**src/rtl/switch_pkg.sv**
```systemverilog
// Shared definitions for the shared-buffer switch read path.
//   - descriptor field positions (ptr in the low bits, then first, then last)
//   - arbitration mode constants
//   - dequeue FSM state encoding
//   - refcount width helper
package switch_pkg;

    localparam int ARB_RR     = 0;
    localparam int ARB_STRICT = 1;

    typedef enum logic [1:0] {
        IDLE = 2'd0,
        READ = 2'd1,
        REL  = 2'd2
    } dq_state_t;

    // Descriptor layout: {last, first, ptr}
    function automatic int first_bit(input int ptr_w);
        return ptr_w;
    endfunction

    function automatic int last_bit(input int ptr_w);
        return ptr_w + 1;
    endfunction

    // Refcount must hold a value up to the port count.
    function automatic int cnt_width(input int nport);
        return $clog2(nport + 1);
    endfunction

endpackage

```
**src/rtl/sw_rr_arbiter.sv**
```systemverilog
// One-hot arbiter over NPORT requesters.
//   clk, rstn  : clock, async active-low reset
//   req        : request vector
//   grant_en   : a grant taken this cycle is committed (advances rr_ptr)
//   grant      : one-hot grant, combinational from req
// ARB_MODE selects round-robin (search from rr_ptr, wrapping) or strict
// priority (port 0 highest). rr_ptr moves to one past the winner only when a
// grant is actually committed.
module sw_rr_arbiter
    import switch_pkg::*;
#(
    parameter int NPORT    = 4,
    parameter int ARB_MODE = ARB_RR
)(
    input  logic             clk,
    input  logic             rstn,
    input  logic [NPORT-1:0] req,
    input  logic             grant_en,
    output logic [NPORT-1:0] grant
);

    localparam int PW = $clog2(NPORT);

    logic [PW-1:0]      rr_ptr;
    logic [PW-1:0]      base;
    logic [PW-1:0]      off;
    logic [PW-1:0]      gidx;
    logic [PW:0]        sum;
    logic [2*NPORT-1:0] rot;
    logic [NPORT-1:0]   rot_lo;
    logic               found;

    // Rotate the request vector so the search start lands on bit 0, pick the
    // lowest set bit, then rotate the index back (mod NPORT).
    always_comb begin
        base   = (ARB_MODE == ARB_STRICT) ? '0 : rr_ptr;
        rot    = {req, req} >> base;
        rot_lo = rot[NPORT-1:0];
        found  = 1'b0;
        off    = '0;
        for (int j = NPORT - 1; j >= 0; j--) begin
            if (rot_lo[j]) begin
                found = 1'b1;
                off   = PW'(j);
            end
        end
        sum = {1'b0, base} + {1'b0, off};
        if (sum >= (PW+1)'(NPORT))
            sum = sum - (PW+1)'(NPORT);
        gidx  = sum[PW-1:0];
        grant = found ? (NPORT'(1) << gidx) : '0;
    end

    always_ff @(posedge clk or negedge rstn) begin
        if (!rstn)
            rr_ptr <= '0;
        else if (grant_en && found && (ARB_MODE == ARB_RR))
            rr_ptr <= (gidx == PW'(NPORT - 1)) ? '0 : gidx + 1'b1;
    end

endmodule

```
**src/rtl/cell_dequeue_engine.sv**
```systemverilog
// Read-side engine of the shared-buffer switch.
//   clk, rstn        : clock, async active-low reset
//   q_rdy, q_desc    : per-queue descriptor valid / {last, first, ptr}
//   q_ack            : one-hot pop pulse for the granted queue
//   o_bp             : per-port output back-pressure (checked at grant only)
//   ram_rd_*         : data SRAM read port, {ptr, beat} addressing
//   mc_*             : refcount RAM read address / write-back
//   fq_wr, fq_din    : free-pointer return
//   o_wr, o_sel, o_data, o_first, o_last : output beat stream
//   err_refcnt       : sticky refcount underflow
//
// state | meaning
// IDLE  | wait for an eligible queue, register the grant and descriptor
// READ  | CELL_BEATS cycles of data reads; first cycle pops the queue
// REL   | refcount read-modify-write, free the pointer on the last copy
module cell_dequeue_engine
    import switch_pkg::*;
#(
    parameter int NPORT      = 4,
    parameter int DW         = 128,
    parameter int PTR_W      = 10,
    parameter int CELL_BEATS = 4,
    parameter int RAM_LAT    = 2,
    parameter int ARB_MODE   = ARB_RR,
    parameter int CNT_W      = cnt_width(NPORT)
)(
    input  logic                                  clk,
    input  logic                                  rstn,
    input  logic [NPORT-1:0]                      q_rdy,
    input  logic [NPORT*(PTR_W+2)-1:0]            q_desc,
    output logic [NPORT-1:0]                      q_ack,
    input  logic [NPORT-1:0]                      o_bp,
    output logic                                  ram_rd_en,
    output logic [PTR_W+$clog2(CELL_BEATS)-1:0]   ram_rd_addr,
    input  logic [DW-1:0]                         ram_rd_data,
    output logic [PTR_W-1:0]                      mc_addr,
    input  logic [CNT_W-1:0]                      mc_rdata,
    output logic                                  mc_we,
    output logic [CNT_W-1:0]                      mc_wdata,
    output logic                                  fq_wr,
    output logic [PTR_W-1:0]                      fq_din,
    output logic                                  o_wr,
    output logic [NPORT-1:0]                      o_sel,
    output logic [DW-1:0]                         o_data,
    output logic                                  o_first,
    output logic                                  o_last,
    output logic                                  err_refcnt
);

    localparam int BW        = $clog2(CELL_BEATS);
    localparam int DESC_W    = PTR_W + 2;
    localparam int FIRST_BIT = first_bit(PTR_W);
    localparam int LAST_BIT  = last_bit(PTR_W);

    dq_state_t          state, state_nxt;
    logic [NPORT-1:0]   elig;
    logic [NPORT-1:0]   grant;
    logic [NPORT-1:0]   sel_q;
    logic [DESC_W-1:0]  gdesc;
    logic [PTR_W-1:0]   ptr_q;
    logic               first_q;
    logic               last_q;
    logic [BW-1:0]      beat_q;
    logic               last_beat;
    logic               grant_en;
    logic               take;

    logic               dl_valid [RAM_LAT];
    logic [NPORT-1:0]   dl_sel   [RAM_LAT];
    logic               dl_first [RAM_LAT];
    logic               dl_last  [RAM_LAT];

    assign elig      = q_rdy & ~o_bp;
    assign grant_en  = (state == IDLE);
    assign take      = grant_en && (elig != '0);
    assign last_beat = (beat_q == BW'(CELL_BEATS - 1));

    sw_rr_arbiter #(
        .NPORT    (NPORT),
        .ARB_MODE (ARB_MODE)
    ) u_arb (
        .clk      (clk),
        .rstn     (rstn),
        .req      (elig),
        .grant_en (grant_en),
        .grant    (grant)
    );

    always_comb begin
        gdesc = '0;
        for (int i = 0; i < NPORT; i++) begin
            if (grant[i])
                gdesc = q_desc[i*DESC_W +: DESC_W];
        end
    end

    always_ff @(posedge clk or negedge rstn) begin
        if (!rstn)
            state <= IDLE;
        else
            state <= state_nxt;
    end

    always_comb begin
        state_nxt = state;
        case (state)
            IDLE:    if (elig != '0) state_nxt = READ;
            READ:    if (last_beat)  state_nxt = REL;
            REL:     state_nxt = IDLE;
            default: state_nxt = IDLE;
        endcase
    end

    always_comb begin
        q_ack       = '0;
        ram_rd_en   = 1'b0;
        ram_rd_addr = '0;
        mc_addr     = '0;
        mc_we       = 1'b0;
        mc_wdata    = '0;
        fq_wr       = 1'b0;
        fq_din      = '0;
        case (state)
            READ: begin
                ram_rd_en   = 1'b1;
                ram_rd_addr = {ptr_q, beat_q};
                mc_addr     = ptr_q;
                if (beat_q == '0)
                    q_ack = sel_q;
            end
            REL: begin
                mc_addr = ptr_q;
                mc_we   = 1'b1;
                if (mc_rdata == CNT_W'(1)) begin
                    fq_wr  = 1'b1;
                    fq_din = ptr_q;
                end else if (mc_rdata != '0) begin
                    mc_wdata = mc_rdata - CNT_W'(1);
                end
            end
            default: ;
        endcase
    end

    always_ff @(posedge clk or negedge rstn) begin
        if (!rstn) begin
            sel_q      <= '0;
            ptr_q      <= '0;
            first_q    <= 1'b0;
            last_q     <= 1'b0;
            beat_q     <= '0;
            err_refcnt <= 1'b0;
        end else begin
            if (take) begin
                sel_q   <= grant;
                ptr_q   <= gdesc[PTR_W-1:0];
                first_q <= gdesc[FIRST_BIT];
                last_q  <= gdesc[LAST_BIT];
            end
            if (state == READ)
                beat_q <= last_beat ? '0 : beat_q + 1'b1;
            else
                beat_q <= '0;
            if ((state == REL) && (mc_rdata == '0))
                err_refcnt <= 1'b1;
        end
    end

    // Beat attributes travel alongside the RAM read so they line up with
    // ram_rd_data; sel is zeroed on idle slots so it never goes stale.
    always_ff @(posedge clk or negedge rstn) begin
        if (!rstn) begin
            for (int k = 0; k < RAM_LAT; k++) begin
                dl_valid[k] <= 1'b0;
                dl_sel[k]   <= '0;
                dl_first[k] <= 1'b0;
                dl_last[k]  <= 1'b0;
            end
        end else begin
            dl_valid[0] <= ram_rd_en;
            dl_sel[0]   <= ram_rd_en ? sel_q : '0;
            dl_first[0] <= ram_rd_en && (beat_q == '0) && first_q;
            dl_last[0]  <= ram_rd_en && last_beat && last_q;
            for (int k = 1; k < RAM_LAT; k++) begin
                dl_valid[k] <= dl_valid[k-1];
                dl_sel[k]   <= dl_sel[k-1];
                dl_first[k] <= dl_first[k-1];
                dl_last[k]  <= dl_last[k-1];
            end
        end
    end

    assign o_wr    = dl_valid[RAM_LAT-1];
    assign o_sel   = dl_sel[RAM_LAT-1];
    assign o_first = dl_first[RAM_LAT-1];
    assign o_last  = dl_last[RAM_LAT-1];
    assign o_data  = o_wr ? ram_rd_data : '0;

endmodule
```
**config.mk**
```make
export PLATFORM = sky130hd
export DESIGN_NAME = cell_dequeue_engine
export DESIGN_NICKNAME = d
export VERILOG_FILES = /design/src/rtl/switch_pkg.sv /design/src/rtl/sw_rr_arbiter.sv /design/src/rtl/cell_dequeue_engine.sv
export SDC_FILE = /design/constraint.sdc
export NUM_CORES = 1
export LEC_CHECK = 0
export BUFFER_PORTS_ARGS = -buffer_cell sky130_fd_sc_hd__buf_2
export CAP_MARGIN = 20
export CORE_AREA = 3 3 141 143
export CTS_BUF_LIST = sky130_fd_sc_hd__clkbuf_4 sky130_fd_sc_hd__clkbuf_8 sky130_fd_sc_hd__clkbuf_16
export DETAILED_ROUTE_END_ITERATION = 6
export DIE_AREA = 0 0 144 146
export PLACE_DENSITY = 0.53
export SLEW_MARGIN = 20
export SYNTH_ARGS = -nofsm -noshare
export SYNTH_HDL_FRONTEND = slang
export SYNTH_SLANG_ARGS = --single-unit
```
**constraint.sdc**
```tcl
create_clock -name clk -period 7.3 [get_ports clk]
set_clock_uncertainty 0.15 [all_clocks]
set_input_delay 1.46 -clock clk [delete_from_list [all_inputs] [get_ports clk]]
set_output_delay 1.46 -clock clk [all_outputs]
set_load 0.01 [all_outputs]
```
==> impl_metrics.tcl <==
set metrics [dict create \
    status "finished clean" \
    hp-class "flip-flop to flip-flop" \
    port_buffers 366 \
    routedWlPerCell_um 21.50 \
    rows 50 \
    synth-seq-cells 37 \
    viasPerCell 4.028 \
    cts_tree "done" \
    grt_pass1_wl_mm 28.88 \
    netlist_area_sq_um 3192 \
    nets 953 \
    synth_top_flop_cell "dfrtp_1" \
    synth-edff-count 0 \
    clock_path_buffers 2 \
    worstPathMaxFanout 25 \
    cts_resized 0 \
    path_clk_slew_ns 0.06 \
    avgSynthCellArea_sq_um 7.728 \
    hold_buffers 0 \
    die_h_um 146 \
    cts_sinks 37 \
    leakagePower_nw 3.121 \
    postCtsSetupBuffers 0 \
    layout_worst_path_cycle_share 0.5768 \
    drtIter0Drc 122 \
    startpoint_type "primary input" \
    setup_violations 0 \
    synth_seq_area_share 0.2901 \
    synth-async-reset-ratio 1.000 \
    initial_core_util 0.1706 \
    rsz0062_at_grt "no" \
    drc_errors 0 \
    yosysWarnings 0 \
    hold_ws_ns 0.1957 \
    ant_nets 0 \
    vias 4000 \
    end_kind "flip-flop" \
    hold_viol 0 \
    clk_latency_ns 0.28 \
    grt_max_degree 77 \
    worstMarginPinSlew_ns 0.9152 \
    syn_inst 413 \
    core_region_area_sq_um 18710 \
    drv_slew 0 \
    drive_gt1_frac 0.5113 \
    vdd_ir_drop_max_mv 0.1992 \
    root_buffer "clkbuf_16" \
    h-tree-depth 2 \
    timing.fmax_mhz 237.5 \
    cp_data_required_time_ns 7.31 \
    synthDistinctLibCells 36 \
    dp_hpwl_mm 19.11 \
    dr.pass1.iters 4 \
    routed_wl_mm 21.35 \
    die_area_sq_um 21020 \
    cts_made_buffers 5 \
    max_cap_violations 0 \
    die_w_um 144 \
    critPathArrivalTime_ns 4.22 \
    crit_type "primary input to flip-flop" \
    finalCriticalPeriod_ns 4.211 \
    gp_congestion 0.8050 \
    grt_overflow 0 \
    pwr_density_cell_nw_per_um2 417.8 \
    syn_nets 614 \
    timing.slew.headroom 0.3899 \
    antenna_found_initial 11 \
    fin_tns_setup_ns 0 \
    syn2layout_area_growth_pct 67.62 \
    ioPinCount 367 \
    first_global_vias 3967 \
    grt_use_total 0.1912 \
]
[kinds of logic after synthesis]
| kind of cell | after synthesis | synth area share |
|---|---|---|
| buffers and inverters | 55 | 0.07683 |
| flip-flops | 37 | 0.2901 |
| multiplexers | 6 | 0.02705 |
| XOR/XNOR | 2 | 0.005489 |
| AO/OA/AOI/OAI | 75 | 0.1349 |
| AND/OR/NAND/NOR | 226 | 0.4187 |
| adder cells (fa/ha/maj) | 12 | 0.04704 |
[worst paths after layout]
path	startpoint	endpoint	slack, ns	cells after the start
worst max-delay path	o_bp[2]	ptr_q[7]	3.09	12
worst min-delay path	dl_valid[1]	o_wr	0.20	0
worst max register to register	u_arb.base[0]	ptr_q[7]	4.23	8
worst min register to register	dl_valid[1]	o_wr	0.20	0
max in group asynchronous	rstn	o_wr	5.21	1
min in group asynchronous	rstn	ptr_q[5]	1.16	1
[stage by stage]
step	area, sq um	power (mW)	cells	worst slack [ns]	util
finish	5350	2.235	993	3.089	0.2860
global route	5345	2.461	991	2.765	0.2858
CTS	5335	2.270	987	3.107	0.2852
detailed placement	5159	2.001	979	2.804	0.2758
global placement	5159	1.974	979	2.936	0.2758
floorplan	3192	1.382	413	3.415	-
[sequential cells by signal (all words and copies together) (netlist names)]
signal      flops
ptr_q          10
dl_sel          4
o_sel           4
sel_q           4
beat_q          2
state           2
u_arb.base      2
dl_first        1
dl_last         1
dl_valid        1
err_refcnt      1
first_q         1
last_q          1
o_first         1
o_last          1
o_wr            1
[routing by layer]
| metal | wire length [um] | part of all wire | track usage |
|---|---|---|---|
| met4 | 413 | 0.019 | 0.04614 |
| met3 | 2300 | 0.11 | 0.07854 |
| met1 | 8270 | 0.39 | 0.2214 |
| met5 | 0 | 0 | 0 |
| met2 | 10370 | 0.49 | 0.3261 |
[where the power goes]
group / switching (mW) / internal, mW / total [mW]
Clock: 0.0869 / 0.170 / 0.257
Combinational: 0.912 / 0.658 / 1.57
Sequential: 0.111 / 0.297 / 0.408
Total: 1.11 / 1.12 / 2.24
[placed cells by master (no fill, tap or decap), types with 2 or more instances in the layout]
master / count
nor3_1: 3
a21oi_1: 41
and2_1: 166
nor2b_1: 4
o21ai_0: 13
nand2_1: 18
ha_1: 12
dfrtp_1: 36
diode_2: 6
clkbuf_16: 5
buf_4: 2
buf_2: 366
mux2_4: 5
nand2b_1: 3
a22oi_1: 13
nor2_1: 19
and3_1: 7
inv_1: 19
[cells in the mapped netlist, types with 3 or more instances]
master | count | area (sq um)
nor2b_1 | 4 | 25.02
nor3_1 | 3 | 15.01
buf_6 | 3 | 33.78
clkbuf_1 | 27 | 101.4
inv_1 | 19 | 71.32
nand2_1 | 18 | 67.56
nor2_1 | 19 | 71.32
o21ai_0 | 13 | 65.06
ha_1 | 12 | 150.1
mux2_4 | 5 | 75.07
and2_1 | 166 | 1039
buf_4 | 4 | 30.03
nand2b_1 | 3 | 18.77
dfrtp_1 | 37 | 925.9
a22oi_1 | 13 | 97.59
and3_1 | 7 | 43.79
a21oi_1 | 41 | 205.2
[critical path: stages]
cell and delay (ns):
buf_2 0.10, nor2b_1 0.45, nor2_1 0.13, nor3_1 0.21, nand2_1 0.07, o221ai_1 0.11
ha_1 0.25, xor2_1 0.22, ha_1 0.77, a21oi_1 0.15, a22oi_1 0.22, a21oi_1 0.09
[cell type report]
class,instances,area (sq um)
fill,2155,13360
multi-input combinational,321,2021
timing repair buffer,368,1847
sequential,37,927.1
tap,234,292.8
clock buffer,6,138.9
inverter,19,71.32
clock inverter,2,37.54
antenna,6,15.01
No activity file was read; power rests on OpenSTA's default activity.
